$ cat src/rtl/if_stage_pkg.sv
// Shared widths, constants and state encoding for the byte-serial instruction fetch stage.
package if_stage_pkg;

    localparam int INST_ADDR_W = 32;
    localparam int INST_W      = 32;
    localparam int STALL_W     = 6;

    localparam logic [31:0] ZERO_WORD = 32'h0000_0000;
    localparam logic        TRUE_V    = 1'b1;
    localparam logic        FALSE_V   = 1'b0;

    // Byte counters run 0..4; 4 means all four bytes of the word are covered.
    typedef logic [2:0] cnt_t;
    localparam cnt_t CNT_FULL = 3'd4;

    typedef enum logic [1:0] {
        IF_FETCH = 2'd0,
        IF_DONE  = 2'd1,
        IF_FLUSH = 2'd2
    } if_state_e;

endpackage

$ cat src/rtl/if_stage.sv
// Instruction fetch stage: assembles a 32-bit instruction from four byte-wide memory
// transactions, presents it for one cycle (or while stalled), and handles EX redirects.
module if_stage
    import if_stage_pkg::*;
(
    input  logic                   clk,
    input  logic                   rst,
    input  logic [STALL_W-1:0]     stall_state,
    input  logic                   ex_be_i,
    input  logic [INST_ADDR_W-1:0] ex_target_i,
    input  logic                   mem_grant_i,
    input  logic                   mem_valid_i,
    input  logic [7:0]             mem_data_i,
    output logic                   mem_req_o,
    output logic [INST_ADDR_W-1:0] mem_addr_o,
    output logic [INST_ADDR_W-1:0] if_pc,
    output logic [INST_W-1:0]      if_inst,
    output logic                   if_stall_req_o
);

    if_state_e              state_q, state_d;
    logic [INST_ADDR_W-1:0] pc_q, pc_d;
    cnt_t                   issue_cnt_q, issue_cnt_d;
    cnt_t                   recv_cnt_q, recv_cnt_d;
    logic [INST_W-1:0]      inst_q, inst_d;

    logic                   req;
    logic                   present;
    logic [INST_ADDR_W-1:0] fetch_addr;
    logic                   unused_ok;

    assign fetch_addr = pc_q + {{(INST_ADDR_W-3){1'b0}}, issue_cnt_q};
    assign unused_ok  = ^{stall_state[STALL_W-1:2], stall_state[0], ex_target_i[1:0]};

    always_comb begin
        // NOTE: every variable gets a default here so no path can leave it unassigned (no latches).
        state_d     = state_q;
        pc_d        = pc_q;
        issue_cnt_d = issue_cnt_q;
        recv_cnt_d  = recv_cnt_q;
        inst_d      = inst_q;
        req         = FALSE_V;
        present     = FALSE_V;

        unique case (state_q)
            IF_FETCH: begin
                if (issue_cnt_q < CNT_FULL) begin
                    req = TRUE_V;
                    if (mem_grant_i) begin
                        issue_cnt_d = issue_cnt_q + 3'd1;
                    end
                end
                // A byte only counts when a granted request is still waiting for its data.
                if (mem_valid_i && (recv_cnt_q < issue_cnt_q)) begin
                    inst_d[{recv_cnt_q[1:0], 3'b000} +: 8] = mem_data_i;
                    recv_cnt_d = recv_cnt_q + 3'd1;
                end
                if (recv_cnt_d == CNT_FULL) begin
                    state_d = IF_DONE;
                end
            end
            IF_DONE: begin
                present = TRUE_V;
                if (!stall_state[1]) begin
                    pc_d        = pc_q + 32'd4;
                    issue_cnt_d = '0;
                    recv_cnt_d  = '0;
                    inst_d      = ZERO_WORD;
                    state_d     = IF_FETCH;
                end
            end
            IF_FLUSH: begin
                state_d = IF_FETCH;
            end
            default: begin
                state_d = IF_FETCH;
            end
        endcase

        // Redirect beats stall and every state; the in-flight byte and held word are dropped.
        if (ex_be_i) begin
            pc_d        = {ex_target_i[INST_ADDR_W-1:2], 2'b00};
            issue_cnt_d = '0;
            recv_cnt_d  = '0;
            inst_d      = ZERO_WORD;
            state_d     = IF_FLUSH;
            req         = FALSE_V;
            present     = FALSE_V;
        end
    end

    always_ff @(posedge clk) begin
        // NOTE: state registers use non-blocking assignments so all flops update together.
        if (!rst) begin
            state_q     <= IF_FETCH;
            pc_q        <= ZERO_WORD;
            issue_cnt_q <= '0;
            recv_cnt_q  <= '0;
            inst_q      <= ZERO_WORD;
        end else begin
            state_q     <= state_d;
            pc_q        <= pc_d;
            issue_cnt_q <= issue_cnt_d;
            recv_cnt_q  <= recv_cnt_d;
            inst_q      <= inst_d;
        end
    end

    // Outputs are qualified by reset so nothing is requested or presented while it is held.
    assign mem_req_o      = rst & req;
    assign mem_addr_o     = (rst & req) ? fetch_addr : ZERO_WORD;
    assign if_stall_req_o = rst & (state_q != IF_DONE);
    assign if_pc          = (rst & present) ? pc_q : ZERO_WORD;
    assign if_inst        = (rst & present) ? inst_q : ZERO_WORD;

endmodule

$ cat config.mk
export PLATFORM = sky130hd
export DESIGN_NAME = if_stage
export DESIGN_NICKNAME = d
export VERILOG_FILES = /design/src/rtl/if_stage_pkg.sv /design/src/rtl/if_stage.sv
export SDC_FILE = /design/constraint.sdc
export NUM_CORES = 1
export LEC_CHECK = 0
export BUFFER_PORTS_ARGS = -buffer_cell sky130_fd_sc_hd__clkbuf_2
export CAP_MARGIN = 30
export CELL_PAD_IN_SITES_DETAIL_PLACEMENT = 0
export CELL_PAD_IN_SITES_GLOBAL_PLACEMENT = 1
export CORE_MARGIN = 1
export CORE_UTILIZATION = 37
export CTS_CLUSTER_DIAMETER = 150
export CTS_CLUSTER_SIZE = 14
export DETAILED_ROUTE_END_ITERATION = 8
export GPL_TIMING_DRIVEN = 0
export PLACE_DENSITY_LB_ADDON = 0.1
export SYNTH_ARGS = -nofsm -noshare
export SYNTH_HDL_FRONTEND = slang
export SYNTH_SLANG_ARGS = --single-unit
$ cat constraint.sdc
create_clock -name clk -period 3.15 [get_ports clk]
set_input_delay 0.315 -clock clk [delete_from_list [all_inputs] [get_ports clk]]
set_output_delay 0.315 -clock clk [all_outputs]
set_load 0.02 [all_outputs]
After elaboration in Yosys (flattened, before gate mapping) --
Cells that the tools add are included.
Storage, ports and cells: input port bits 51, logic and storage cells 70, register bits after elaboration 72, output and inout bits 98
Cells by class: reductions and logical operators 12, mux-type cells 26, add/sub/neg operators 5, equal/unequal tests 11, magnitude comparators 2, shifts and indexed selects 2, bitwise logic cells 5
Operators by type and width (number):
- two-way mux 32 bit | 8
- case mux 32 bit (2 select lines) | 1
- adder 32 x 3 -> 32 bit | 1
- adder 32 x 3 -> 32 bit (second input constant) | 1
- bitwise mux 32 bit | 1
- variable shift 8 x 7 -> 32 bit (first input constant) | 1
- variable part select 8 x 7 -> 32 bit | 1
- two-way mux 3 bit | 5
- case mux 3 bit (2 select lines) | 2
- inequality test 2 bit (second input constant) | 5
- AND reduction 2 bit | 5
- negator 5 -> 7 bit | 1
- adder 3 x 1 -> 3 bit (second input constant) | 2
- two-way mux 2 bit | 3
- inequality test 3 bit (second input constant) | 2
- two-way mux 1 bit | 5
- inequality test 2 x 1 -> 1 bit (second input constant) | 2
- case mux 2 bit (2 select lines) | 1
- AND reduction 4 bit | 1
- nonzero test 2 bit | 2
- bitwise AND 1 bit | 3
- equality test 3 bit (second input constant) | 1
- < comparator 3 bit | 1
- < comparator 3 bit (second input constant) | 1
- 6 further kinds | 7

Logic depth before layout (Yosys ltp) --
Gate-level depths: netlist of the first run.
depth in word-level cells 8, gate-level depth with buffers 8, gate-level depth less buffers 6

Least setup slack after synthesis of the first run --
Ideal clock, no wire load.
kind register to output, start register pc_q[2], end output mem_addr_o[26], buffers on the path 1, stages on the path, launching flop included 8, arrival time 2.337 ns, slack 0.498 ns, data required time 2.835 ns, path through dfxtp_1 > ha_1 > ha_1 > nand3_1 > or4_4 > buf_6 > or3_1 > a21oi_1
Between the ends: longest elaborated chain between the ends 2
RTL lines:
- start: declaration | line if_stage.sv:22 | logic [INST_ADDR_W-1:0] pc_q, pc_d;
- start signal: assignment | line if_stage.sv:102 | pc_q <= pc_d;
- adder 32 x 3 -> 32 bit | line if_stage.sv:32 | assign fetch_addr = pc_q + {{(INST_ADDR_W-3){1'b0}}, issue_cnt_q};
- two-way mux 32 bit | line if_stage.sv:111 | assign mem_addr_o = (rst & req) ? fetch_addr : ZERO_WORD;
- end: declaration | line if_stage.sv:15 | output logic [INST_ADDR_W-1:0] mem_addr_o,
No other way between the ends.

Final worst setup path of the first run --
start register pc_q[2], end output mem_addr_o[28]
The elaborated chain is that of the path after synthesis.

==> run_results.csv, run 1 <==
group,metric,value,unit
power,irDropWorstVdd,0.220,mV
setup_path,ff2ff_path_depth,7,
cts,cts_num_sinks,70,
run_status,status,"finished clean",
route,drc,0,
global_route,first_global_vias,4724,
sta,layout_min_cycle_time,3.03,ns
route,wl_per_cell,17.8,um
cells_and_area,nets,819,
synthesis,synth_cell_types,61,
cells_and_area,area_growth,26.4,%
sta,relSlewSlack,0.409,
cts,cts_tree,"built",
synthesis,syn_inst,606,
sta,skew,0.00649,ns
route,vias,5247,
synthesis,synth.area.top_cells,"dfxtp_1 30%, and3_1 9.4%, mux2i_1 5.7%, clkbuf_1 3.8%, nand2_1 3.8%",
power,cellLeakagePower,2.70,nW
setup_path,critPathKind,"flop to output port",
synthesis,synthFlopType,"dfxtp_1",
cells_and_area,final_util,0.489,
global_route,grt_usage,0.256,
route,viasPerCell,5.64,
sta,finalSetupViolations,0,
floorplan,start_util,0.387,
sta,worstMarginPinSlew,0.880,ns
synthesis,synth_top_area_share,0.295,
setup_path,critPathArrivalTime,2.71,ns
cts,clk_pin_slew_worst_paths,0.06,ns
floorplan,die_h,115,um
setup_path,cp_max_fo,7,
cts,root_buffer,"clkbuf_16",
setup_path,crit_required,2.83,ns
floorplan,pin_count,149,
setup_path,crit_path_end_kind,"output port",
route,wirelength,16500,um
sta,final.setup.tns,0,ns
cts,cts_buffer_depth,2,
worst_hold_path,hold_depth,2,
synthesis,synth.most_common_cell,"and3_1",
global_route,grt_pass1_wl,25900,um
flow_run,maxCapViolations,0,
route,antenna_left,0,
sta,max_freq,0.330,GHz
placement,dp.final_hpwl,12400,um
global_route,grt-ovfl-total,0,
synthesis,synth-seq-cells,70,
cts,worstSkewPairLatency,0.34,ns
setup_path,crit_chain,"ha_1, ha_2, nand3_4, or4_4, or4_1, a21oi_1, clkbuf_2",
setup_path,reg2reg_slack,0.78,ns
global_route,grt_max_degree,14,
worst_hold_path,min_path_type,"primary input to flop",
sta,drv_slew,0,
placement,numPortBuffers,139,
synthesis,avgSynthCellArea,7.83,um^2
route,dr.pass1.iters,5,
synthesis,synth_edf_count,0,
synthesis,async_reset_ff_frac,0,
power,p_per_area,380,mW/mm^2
cts,h-tree-depth,3,
setup_path,max_stage_delay,0.57,ns
cells_and_area,n_antenna_cell,0,
synthesis,synth_common_cells,"71 x and3_1, 70 x dfxtp_1, 48 x clkbuf_1, 48 x nand2_1, 35 x o21ai_0",
synthesis,yosys_warnings,0,
route,drt_iter0_drc,331,
setup_path,critPathSlowestCell,"or4_4",
sta,hold_viol,0,
synthesis,syn_area,0.00474,mm^2
floorplan,num_rows,40,
floorplan,dieArea,0.0133,mm^2
floorplan,core,0.0123,mm^2
cells_and_area,layout-drive-gt1-share,0.246,
sta,rsz0062_at_grt,"no",
cts,cts_buffers,9,
floorplan,die_width,115,um
synthesis,yosysSeqAreaShare,0.295,
sta,fin_crit_sh,0.961,
setup_path,start_kind,"flop",
cts,hold_buffers,0,
synthesis,yosys.area.top_type,"dfxtp_1",
placement,place_congestion,0.853,
global_route,antenna_found_initial,0,
==> through the flow <==
stage               power [mW]  setup WS, ns  hold slack, ns  cells  instance area, um^2
floorplan                 1.12         0.498           0.424    607                 4750
global placement          1.23         0.260           0.441    914                 5650
detailed placement        1.23         0.252           0.450    915                 5660
CTS                       2.29       0.00828           0.183    931                 5980
global route              2.36       0.00938           0.204    931                 5990
finish                    2.28         0.121           0.193    931                 5990
==> layer usage <==
metal / up-vias / track usage / share of wire
met5: - / 0 / 0
met4: 0 / 0.0952 / 0.018
met3: 23 / 0.0390 / 0.063
met2: 180 / 0.382 / 0.43
met1: 2457 / 0.369 / 0.49
li1: 2587 / - / -
==> cells in the final DEF (no fill, tap or decap), types with 3 or more instances in the layout <==
cell,n
nand4_1,28
nor2b_1,7
o211a_1,3
clkbuf_1,47
dfxtp_1,69
and4_1,4
a31oi_1,12
or4_1,18
o211ai_1,3
xnor2_1,12
and3_1,71
or3_1,19
o21ai_0,35
mux2i_1,27
a32oi_1,3
clkbuf_2,138
buf_2,8
and2_1,3
nand3_1,23
buf_1,3
a21oi_2,3
or2_2,4
inv_1,5
o31ai_1,15
nor2_1,19
clkbuf_16,9
a21oi_1,29
ha_1,9
xor2_1,8
buf_4,4
nand2_1,48
nor4_1,7
a22o_1,8
nand2b_1,4
nor3_1,12
==> report_power, final <==
part,internal [mW],leakage (nW),total (mW),switching (mW)
clock network,0.638,0.149,1.06,0.419
registers,0.915,0.572,0.949,0.0341
logic,0.0926,1.98,0.274,0.182
==> path summary, 6_finish.rpt <==
| kind | startpoint | end |
|---|---|---|
| hold reg to reg | inst_q[8] | inst_q[8] |
| hold / removal | ex_target_i[3] | pc_q[3] |
| setup reg to reg | recv_cnt_q[0] | inst_q[11] |
| setup / recovery | pc_q[2] | mem_addr_o[28] |
==> sequential cells by signal (all words and copies together), names as in the netlist <==
signal       count
inst_q          32
issue_cnt_q      3
pc_q            30
recv_cnt_q       3
state_q          2
==> kinds of logic (layout without fill, tap and decap cells) <==
kind of cell	count (synthesis)	after routing	share of synthesized area
AND/OR/NAND/NOR	287	287	0.355
AO/OA/AOI/OAI	122	122	0.165
flip-flops	70	70	0.295
buffers and inverters	68	224	0.0609
multiplexers	28	28	0.0594
XOR/XNOR	20	20	0.0369
adder cells (fa/ha/maj)	10	10	0.0264
other	1	2	0.000791
==> worst max-delay path: cells and delay by family, from the launching register on <==
kind	cells	cell delay (ns)
adders and majority gates	2	0.45
buffers and inverters	1	0.19
and+or+nand+nor	3	1.18
DFF	1	0.37
AOI/OAI and AO/OA	1	0.16
==> repair_timing <==
action,4_1_cts,5_1_grt
pin swaps,1,1
setup endpoints to repair,11,5
buffers inserted,0,0
gates resized for setup,3,5
==> layout make-up <==
cell class,instances,area (um^2)
buffer,61,263
clock buffer,10,239
clock inverter,6,68.8
fill,1283,6270
inverter,6,22.5
multi-input combinational,469,3080
sequential,70,1400
tap,168,210
timing repair buffer,141,708
(Power assumes the default switching activity.)
==> inputs of run 2 (changes only) <==
Settings changed: GPL_TIMING_DRIVEN 0 to 1.
==> run_results.csv, run 2 (synthesis gave the netlist of run 1 again) <==
group,metric,value,unit
run_status,status,"finished clean",
flow_run,maxCapViolations,0,
cells_and_area,largest_reg_flops,32,
setup_path,reg2reg_slack,0.98,ns
cts,root_buffer,"clkbuf_16",
setup_path,start_kind,"flop",
cells_and_area,reg_top3,"inst_q: 32 flops, pc_q: 30 flops",
floorplan,die_h,115,um
power,irDropWorstVdd,0.194,mV
floorplan,start_util,0.387,
worst_hold_path,hold_depth,3,
placement,preCtsSetupSlack,0.352,ns
worst_hold_path,min_path_type,"primary input to flop",
power,netSwitchingPower,0.627,mW
setup_path,critPathSlowestCell,"or4_1",
setup_path,critPathTopFamily,"simple AND/OR/NAND/NOR gates",
cts,clk_pin_slew_worst_paths,0.07,ns
setup_path,ff2ff_path_depth,5,
sta,setup_ws,0.141,ns
worst_hold_path,hold_end,"pc_q[17]",
placement,numPortBuffers,139,
sta,fin_crit_sh,0.955,
global_route,antenna_found_initial,0,
placement,dp.final_hpwl,10800,um
global_route,grt_max_degree,103,
power,p_int,1.62,mW
worst_hold_path,hp-start,"ex_target_i[17]",
sta,max_freq,0.332,GHz
power,netSwitchingFraction,0.279,
placement,place_congestion,0.819,
cells_and_area,final_area,0.00583,mm^2
setup_path,critPathKind,"flop to output port",
power,p_per_area,386,mW/mm^2
route,dr.pass1.iters,5,
cts,hold_buffers,0,
power,clkPwrFrac,0.468,
sta,finalSetupViolations,0,
setup_path,path_buf_inv,1,
setup_path,max_stage_delay,0.73,ns
placement,place_inst,864,
cts,cts_num_sinks,70,
power,pwr-share-comb,0.096,
setup_path,timing.rr.end,"pc_q[28]",
sta,hold_viol,0,
cts,cts_buffer_depth,2,
sta,skew,0.00995,ns
cts,cts_tree,"built",
sta,worstMarginPinSlew,0.895,ns
floorplan,core,0.0123,mm^2
sta,drv_slew,0,
cells_and_area,final_cell_mix,"139 x clkbuf_2, 71 x and3_1, 69 x dfxtp_1",
global_route,first_global_vias,4389,
setup_path,cp_max_fo,10,
route,wirelength,15300,um
placement,dpl_cell_area,0.00550,mm^2
global_route,grt_usage,0.231,
floorplan,num_rows,40,
cells_and_area,area_growth,22.9,%
power,cellLeakagePower,2.65,nW
cells_and_area,finalNonFillerCells,883,
sta,layout_min_cycle_time,3.01,ns
global_route,grt_pass1_wl,23700,um
power,seqPwrFrac,0.436,
setup_path,regToRegStartpoint,"pc_q[3]",
cts,worstSkewPairLatency,0.34,ns
cts,h-tree-depth,3,
cells_and_area,layout-drive-gt1-share,0.264,
floorplan,dieArea,0.0133,mm^2
cells_and_area,final_common_cell,"clkbuf_2",
setup_path,crit_required,2.83,ns
global_route,grt-ovfl-total,0,
route,wl_per_cell,17.3,um
cells_and_area,nets,771,
route,drt_iter0_drc,290,
route,antenna_left,0,
route,vias,4908,
floorplan,pin_count,149,
cts,cts_buffers,9,
cells_and_area,regMostFlops,"inst_q",
route,viasPerCell,5.56,
cells_and_area,n_antenna_cell,0,
route,drc,0,
setup_path,crit_path_end_kind,"output port",
floorplan,die_width,115,um
sta,relSlewSlack,0.399,
setup_path,crit_chain,"nand4_4, or4_1, or3_1, a21oi_1, clkbuf_2",
setup_path,critPathArrivalTime,2.69,ns
## run 2: cell types whose count changed in the layout (fill, tap and decap cells not counted), moves of 2 or more
| cell | delta |
|---|---|
| buf_4 | +8 |
| nor2b_4 | +2 |
| clkbuf_1 | -47 |
| buf_1 | -3 |
| nand3_1 | +2 |
| buf_2 | -7 |
| nor2b_1 | -2 |
| inv_6 | +3 |
| buf_6 | -2 |
## run 2: routing by layer
metal,global-route usage,routed length [um]
met2,0.343,6550
met1,0.343,7790
met4,0.0675,144
met5,0,0
met3,0.0316,830
## run 2: layout make-up
| class | count | area, um^2 |
|---|---|---|
| clock buffer | 9 | 225 |
| clock inverter | 7 | 78.8 |
| fill | 1248 | 6430 |
| inverter | 6 | 22.5 |
| multi-input combinational | 469 | 3070 |
| sequential | 70 | 1400 |
| tap | 168 | 210 |
| timing repair buffer | 154 | 818 |
## run 2: worst register-to-register path, delay by kind of cell, from the launching register on
kind | cells | cell delay (ns)
and+or+nand+nor | 4 | 1.41
adders and majority gates | 1 | 0.25
DFF | 1 | 0.44
## run 2: how the worst max path moves through the flow
stage | slack, ns | end | depth (start not counted) | from
2_1_floorplan | 0.50 | mem_addr_o[26] | 7 | pc_q[2]
3_3_place_gp | 0.41 | mem_addr_o[28] | 7 | pc_q[2]
3_5_place_dp | 0.35 | mem_addr_o[28] | 7 | pc_q[2]
4_1_cts | 0.08 | mem_addr_o[28] | 7 | pc_q[2]
5_1_grt | -0.0002 | mem_addr_o[30] | 7 | issue_cnt_q[2]
6_report | 0.14 | mem_addr_o[23] | 5 | pc_q[6]
## run 2: per-stage QoR
stage	power, mW	hold WS [ns]	TNS (ns)	utilization
final	2.25	0.184	0	0.476
after global routing	2.35	0.192	-0.000155	0.476
after global placement	1.21	0.440	0	0.449
after floorplan	1.12	0.424	0	-
after CTS	2.28	0.172	0	0.474
after detailed placement	1.21	0.447	0	0.449
## run 2: power groups by stage
| stage | logic [mW] | clock network (mW) | registers (mW) |
|---|---|---|---|
| floorplan | 0.165 | 0 | 0.956 |
| global placement | 0.213 | 0 | 0.996 |
| detailed placement | 0.216 | 0 | 0.998 |
| CTS | 0.217 | 1.08 | 0.978 |
| global route | 0.239 | 1.12 | 0.987 |
| finish | 0.217 | 1.05 | 0.980 |
## run 2: timing repair
item,4_1_cts,5_1_grt
endpoints found under the setup margin,2,2
buffers inserted,0,2
gates cloned,0,0
gates resized for setup,0,2
pin swaps,1,1
